==> src/rtl/bfly_mac_seq.sv <==
// bfly_mac_seq: handshaked radix-2 complex butterfly (A +/- B*W) using one shared multiplier over four cycles,
// with inverse (conj W) mode, optional /2 scaling and saturating outputs with an overflow flag.
module bfly_mac_seq #(
    parameter int WIDTH = 16,
    parameter int FRAC  = 10
) (
    input  logic                    clk_MAC,
    input  logic                    rst,
    input  logic                    in_valid,
    output logic                    in_ready,
    input  logic signed [WIDTH-1:0] a_re,
    input  logic signed [WIDTH-1:0] a_im,
    input  logic signed [WIDTH-1:0] b_re,
    input  logic signed [WIDTH-1:0] b_im,
    input  logic signed [WIDTH-1:0] w_re,
    input  logic signed [WIDTH-1:0] w_im,
    input  logic                    inverse,
    input  logic                    scale,
    output logic                    out_valid,
    input  logic                    out_ready,
    output logic signed [WIDTH-1:0] out1_re,
    output logic signed [WIDTH-1:0] out1_im,
    output logic signed [WIDTH-1:0] out2_re,
    output logic signed [WIDTH-1:0] out2_im,
    output logic                    ovf
);
    localparam int AW = 2 * WIDTH + 1;
    localparam int PW = WIDTH + 2;
    localparam int SW = WIDTH + 3;
    localparam logic signed [AW-1:0] HALF = {{(AW-1){1'b0}}, 1'b1} << (FRAC - 1);
    localparam logic signed [SW-1:0] ONE = {{(SW-1){1'b0}}, 1'b1};

    typedef enum logic [2:0] {IDLE, M0, M1, M2, M3, BF, DONE} state_t;

    state_t                  state_q, state_d;
    logic signed [WIDTH-1:0] a_re_q, a_im_q, b_re_q, b_im_q, w_re_q, w_im_q;
    logic                    inv_q, sc_q;
    logic signed [AW-1:0]    acc_q, acc_d, acc2_q, acc2_d;
    logic [3:0][WIDTH-1:0]   res_q, res_d;
    logic [3:0]              sat;
    logic                    ovf_q, out_valid_q;
    logic signed [WIDTH-1:0] mul_a, mul_b;
    logic signed [2*WIDTH-1:0] prod;
    logic signed [AW-1:0]    prod_x;
    logic signed [PW-1:0]    p_re, p_im;

    function automatic logic signed [PW-1:0] rnd(input logic signed [AW-1:0] x);
        return PW'((x + HALF) >>> FRAC);
    endfunction

    // Returns {saturated, value}; saturation iff the bits above the sign position disagree.
    function automatic logic [WIDTH:0] bf(input logic signed [WIDTH-1:0] a, input logic signed [PW-1:0] p,
                                          input logic sub, input logic sc);
        logic signed [SW-1:0] s;
        logic o;
        s = sub ? SW'(a) - SW'(p) : SW'(a) + SW'(p);
        s = sc ? (s + ONE) >>> 1 : s;
        o = !((&s[SW-1:WIDTH-1]) || !(|s[SW-1:WIDTH-1]));
        return {o, o ? {s[SW-1], {(WIDTH-1){~s[SW-1]}}} : s[WIDTH-1:0]};
    endfunction

    // Operand steering for the single multiplier: M0 bre*wre, M1 bim*wim, M2 bre*wim, M3 bim*wre.
    assign mul_a  = (state_q == M0 || state_q == M2) ? b_re_q : b_im_q;
    assign mul_b  = (state_q == M0 || state_q == M3) ? w_re_q : w_im_q;
    assign prod   = mul_a * mul_b;
    assign prod_x = AW'(prod);

    always_comb begin
        acc_d  = (state_q == M0) ? prod_x :
                 (state_q == M1) ? (inv_q ? acc_q + prod_x : acc_q - prod_x) : acc_q;
        acc2_d = (state_q == M2) ? (inv_q ? -prod_x : prod_x) :
                 (state_q == M3) ? acc2_q + prod_x : acc2_q;
    end

    assign p_re = rnd(acc_q);
    assign p_im = rnd(acc2_q);
    assign {sat[0], res_d[0]} = bf(a_re_q, p_re, 1'b0, sc_q);
    assign {sat[1], res_d[1]} = bf(a_im_q, p_im, 1'b0, sc_q);
    assign {sat[2], res_d[2]} = bf(a_re_q, p_re, 1'b1, sc_q);
    assign {sat[3], res_d[3]} = bf(a_im_q, p_im, 1'b1, sc_q);

    always_comb begin
        state_d = state_q;
        case (state_q)
            IDLE:    state_d = in_valid ? M0 : IDLE;
            M0:      state_d = M1;
            M1:      state_d = M2;
            M2:      state_d = M3;
            M3:      state_d = BF;
            BF:      state_d = DONE;
            DONE:    state_d = out_ready ? IDLE : DONE;
            default: state_d = IDLE;
        endcase
    end

    always_ff @(posedge clk_MAC or negedge rst) begin
        if (!rst) begin
            state_q     <= IDLE;
            a_re_q      <= '0;
            a_im_q      <= '0;
            b_re_q      <= '0;
            b_im_q      <= '0;
            w_re_q      <= '0;
            w_im_q      <= '0;
            inv_q       <= 1'b0;
            sc_q        <= 1'b0;
            acc_q       <= '0;
            acc2_q      <= '0;
            res_q       <= '0;
            ovf_q       <= 1'b0;
            out_valid_q <= 1'b0;
        end else begin
            state_q     <= state_d;
            acc_q       <= acc_d;
            acc2_q      <= acc2_d;
            out_valid_q <= (state_d == DONE);
            if (state_q == IDLE && in_valid) begin
                a_re_q <= a_re;
                a_im_q <= a_im;
                b_re_q <= b_re;
                b_im_q <= b_im;
                w_re_q <= w_re;
                w_im_q <= w_im;
                inv_q  <= inverse;
                sc_q   <= scale;
            end
            if (state_q == BF) begin
                res_q <= res_d;
                ovf_q <= |sat;
            end
        end
    end

    assign in_ready  = (state_q == IDLE);
    assign out_valid = out_valid_q;
    assign out1_re   = res_q[0];
    assign out1_im   = res_q[1];
    assign out2_re   = res_q[2];
    assign out2_im   = res_q[3];
    assign ovf       = ovf_q;
endmodule

==> config.mk <==
export PLATFORM = sky130hd
export DESIGN_NAME = bfly_mac_seq
export DESIGN_NICKNAME = d
export VERILOG_FILES = /design/src/rtl/bfly_mac_seq.sv
export SDC_FILE = /design/constraint.sdc
export NUM_CORES = 2
export LEC_CHECK = 0
export BUFFER_PORTS_ARGS = -buffer_cell sky130_fd_sc_hd__buf_4
export CAP_MARGIN = 30
export CORE_MARGIN = 2
export CORE_UTILIZATION = 40
export CTS_CLUSTER_DIAMETER = 80
export DETAILED_ROUTE_END_ITERATION = 8
export GPL_TIMING_DRIVEN = 0
export REMOVE_ABC_BUFFERS = 1
export SLEW_MARGIN = 0
export SYNTH_ARGS = -nofsm -noshare
export SYNTH_HDL_FRONTEND = slang
export SYNTH_SLANG_ARGS = --single-unit
==> constraint.sdc <==
create_clock -name clk_MAC -period 14.4 [get_ports clk_MAC]
set_input_delay 2.88 -clock clk_MAC [delete_from_list [all_inputs] [get_ports clk_MAC]]
set_output_delay 2.88 -clock clk_MAC [all_outputs]
set_load 0.02 [all_outputs]
==> run_results.csv <==
group,metric,value,unit
critical_path,worstReg2RegStart,"state_q[2]",
critical_path,critPathSlowestCell,"nor3b_2",
global_routing,grt_busiest_layer,"met2",
final_layout,fin_nets,4107,
critical_path,path_max_fanout,25,
critical_path,max_stage_delay,0.88,ns
final_layout,insertedDiodeCount,0,
floorplan,rows,98,
final_layout,fill_cells,7122,
final_layout,drive_gt1_share,12.52,%
critical_path,path_common_cell,"fa_1",
timing,rsz0062_at_grt,"no",
global_routing,use_met3,2.061,%
timing,maxSlewViolCount,0,
detailed_routing,drt_iter0_drc,1249,
critical_path,end_kind,"flop",
global_routing,grt_max_degree,106,
synthesis,postSynth.asyncResetShare,100.0,%
detailed_routing,routed_wl,76050,um
flow_run,maxCapViolCount,0,
cts,cts_root_buffer,"clkbuf_16",
timing,tightest_slew,1.010,ns
global_routing,gr-usage-met1,27.63,%
critical_path,critPathTopFamily,"adder cells",
timing,tns,0,ns
detailed_routing,antenna_left,0,
cts,post_cts_buffers,0,
global_routing,antenna_found_initial,0,
cts,cts_buffers,31,
cts,clk_path_buf_depth,3,
worst_hold_path,hp-class,"flop to flop",
critical_path,critPathKind,"flop to flop",
final_layout,utilization,45.37,%
cts,cts_sinks,223,
critical_path,crit_arrival,12.15,ns
cts,ctsResizeCount,0,
status,status,"completed",
floorplan,dieArea,74770,um^2
floorplan,die_x,273.4,um
global_routing,grt_pass1_vias,23820,
final_layout,reg_top3,"acc2_q: 28 flops, acc_q: 28 flops",
synthesis,synthCells,3449,
synthesis,avgSynthCellArea,8.419,um^2
critical_path,regToRegSetupSlack,2.76,ns
synthesis,yosysUniqueCellTypes,94,
placed_design,port_buffers,168,
cts,cts_htree_levels,1,
timing,hold_viol_final,0,
synthesis,yosys_warnings,0,
final_layout,multi_input_area,21370,um^2
floorplan,core-area,71730,um^2
critical_path,critPathBufInv,6,
critical_path,startpoint_type,"flop",
final_layout,area_delta_synth_final,12.07,%
cts,tritoncts,"yes",
global_routing,track_usage,20.28,%
detailed_routing,avgViaCountPerCell,5.359,
synthesis,synth_ff_type,"dfrtp_1",
timing,finalWorstPathRequiredPeriod,11.64,ns
global_routing,overflow,0,
detailed_routing,routed-via-count,24260,
detailed_routing,wire_per_inst,16.80,um
detailed_routing,first_pass_iters,5,
critical_path,cp.required,14.91,ns
synthesis,synth-edff-count,0,
synthesis,syn_area,29040,um^2
critical_path,worstReg2RegEnd,"acc_q[27]",
critical_path,worstRegToRegCells,35,
detailed_routing,drc,0,
placed_design,dp_hpwl,61120,um
timing,min_period_over_period,80.85,%
synthesis,yosys_register_bits,223,
floorplan,die_y,273.4,um
placed_design,place_congestion,0.8808,
global_routing,grt_pass1_wl,125200,um
synthesis,yosysSeqAreaShare,19.22,%
timing,clock_skew,0.01360,ns
global_routing,use_met2,34.98,%
floorplan,io_pins,169,
final_layout,regArea,5585,um^2
cts,clk_transition_reported_paths,0.06,ns
timing,slew_headroom,30.75,%
floorplan,floorplan.initialDensity,40.48,%
cts,insertion_delay,0.62,ns
timing,setup_viol,0,
critical_path,cp-endpoint,"acc_q[27]",
critical_path,crit_start,"state_q[2]",
cts,ctsHoldBuffers,0,
critical_path,cp.depth,35,
timing,fmax,0.08590,GHz
==> cell type report <==
cell class | count | share of cell area (%)
Clock buffer | 38 | 2.618
Sequential cell | 223 | 17.16
Clock inverter | 17 | 0.7805
Inverter | 419 | 4.833
Timing Repair Buffer | 205 | 5.271
Tap cell | 950 | 3.653
Multi-Input combinational cell | 2675 | 65.68
==> cells by family (layout without fill, tap and decap cells) <==
logic type	count (synthesis)	after routing	synth area share, %
flip-flops	223	223	19.22
multiplexers	174	174	6.532
adder cells (fa/ha/maj)	450	450	25.47
buffers and inverters	551	679	7.355
XOR/XNOR	221	221	6.692
AND/OR/NAND/NOR	1087	1087	17.60
AO/OA/AOI/OAI	743	743	17.14
==> per-layer routing <==
layer | vias up | routed length [um] | part of all wire, %
li1 | 12040 | - | -
met1 | 11670 | 35550 | 47
met2 | 461 | 36150 | 48
met3 | 85 | 2838 | 3.7
met4 | 0 | 1517 | 2.0
met5 | - | 0 | 0
==> synth_stat cells, types with 14 or more instances <==
| library cell | count | area share [%] |
|---|---|---|
| nand2_1 | 319 | 4.1 |
| and3_1 | 22 | 0.47 |
| o22a_1 | 24 | 0.72 |
| clkbuf_1 | 90 | 1.2 |
| o21ai_0 | 144 | 2.5 |
| o21bai_1 | 19 | 0.49 |
| o31ai_1 | 20 | 0.52 |
| a21o_1 | 40 | 1.0 |
| ha_1 | 215 | 9.3 |
| nand2b_1 | 38 | 0.82 |
| dfrtp_1 | 223 | 19 |
| or2_2 | 27 | 0.58 |
| and2_1 | 19 | 0.41 |
| nor4_1 | 28 | 0.60 |
| xor2_1 | 69 | 2.1 |
| o211ai_1 | 32 | 0.83 |
| xnor2_1 | 151 | 4.6 |
| nand4_1 | 24 | 0.52 |
| fa_1 | 235 | 16 |
| nor2b_1 | 37 | 0.80 |
| nand3_1 | 80 | 1.4 |
| buf_2 | 20 | 0.34 |
| a211oi_1 | 51 | 1.3 |
| a22oi_1 | 20 | 0.52 |
| nor2_1 | 335 | 4.3 |
| a211o_1 | 14 | 0.42 |
| a31oi_1 | 22 | 0.47 |
| mux2_2 | 124 | 4.8 |
| or3_1 | 28 | 0.60 |
| inv_1 | 416 | 5.4 |
| nor3_1 | 72 | 1.2 |
| mux2i_1 | 50 | 1.7 |
| a21oi_1 | 175 | 3.0 |
| o21a_1 | 36 | 0.93 |
==> worst min path at each step <==
stage                           from          to  slack [ns]  cells past startpoint
after floorplan             acc_q[4]    acc_q[4]        0.46                      2
after global placement    out2_re[2]  out2_re[2]        0.46                      2
after detailed placement  out2_re[7]  out2_re[7]        0.47                      2
after CTS                 out2_re[0]  out2_re[0]        0.49                      2
after global routing      out2_re[7]  out2_re[7]        0.50                      2
final                     out2_re[0]  out2_re[0]        0.48                      2
==> placed cells by master, fill, tap and decap left out, types with 13 or more instances in the layout <==
cell	instances
inv_1	416
nor2_1	333
nand2_1	318
fa_1	235
dfrtp_1	221
ha_1	215
buf_4	185
a21oi_1	175
xnor2_1	151
o21ai_0	144
mux2_2	124
nand3_1	80
nor3_1	72
xor2_1	69
a211oi_1	51
mux2i_1	47
a21o_1	40
nand2b_1	38
nor2b_1	36
o21a_1	36
o211ai_1	32
clkbuf_16	31
nor4_1	28
or3_1	28
or2_2	27
nand4_1	24
o22a_1	24
and3_1	22
a31oi_1	22
o31ai_1	20
a22oi_1	20
o21bai_1	19
and2_1	16
a211o_1	14
a221oi_1	13
==> worst reg2reg max path, delay by kind of cell, from the launching register on <==
family | cells | cell delay (ns)
and+or+nand+nor | 11 | 3.75
xor gates and xnor gates | 2 | 0.43
DFF | 1 | 0.59
AOI/OAI and AO/OA | 7 | 1.69
buffers and inverters | 6 | 0.70
adders and majority gates | 8 | 3.87
muxes | 1 | 0.51
==> per-stage QoR <==
stage / setup WS [ns] / instance area (um^2) / cells / hold slack [ns]
after detailed placement: 2.676 / 31440 / 4472 / 0.4726
after CTS: 2.653 / 32540 / 4527 / 0.4853
after global routing: 2.044 / 32540 / 4527 / 0.5040
after floorplan: 3.001 / 28470 / 3317 / 0.4625
final: 2.758 / 32540 / 4527 / 0.4783
after global placement: -1.947 / 30920 / 4435 / 0.4644
Power is left out: the tool's default activity adds up to more than one toggle a clock period on the data nets, which glitch-free logic cannot reach.
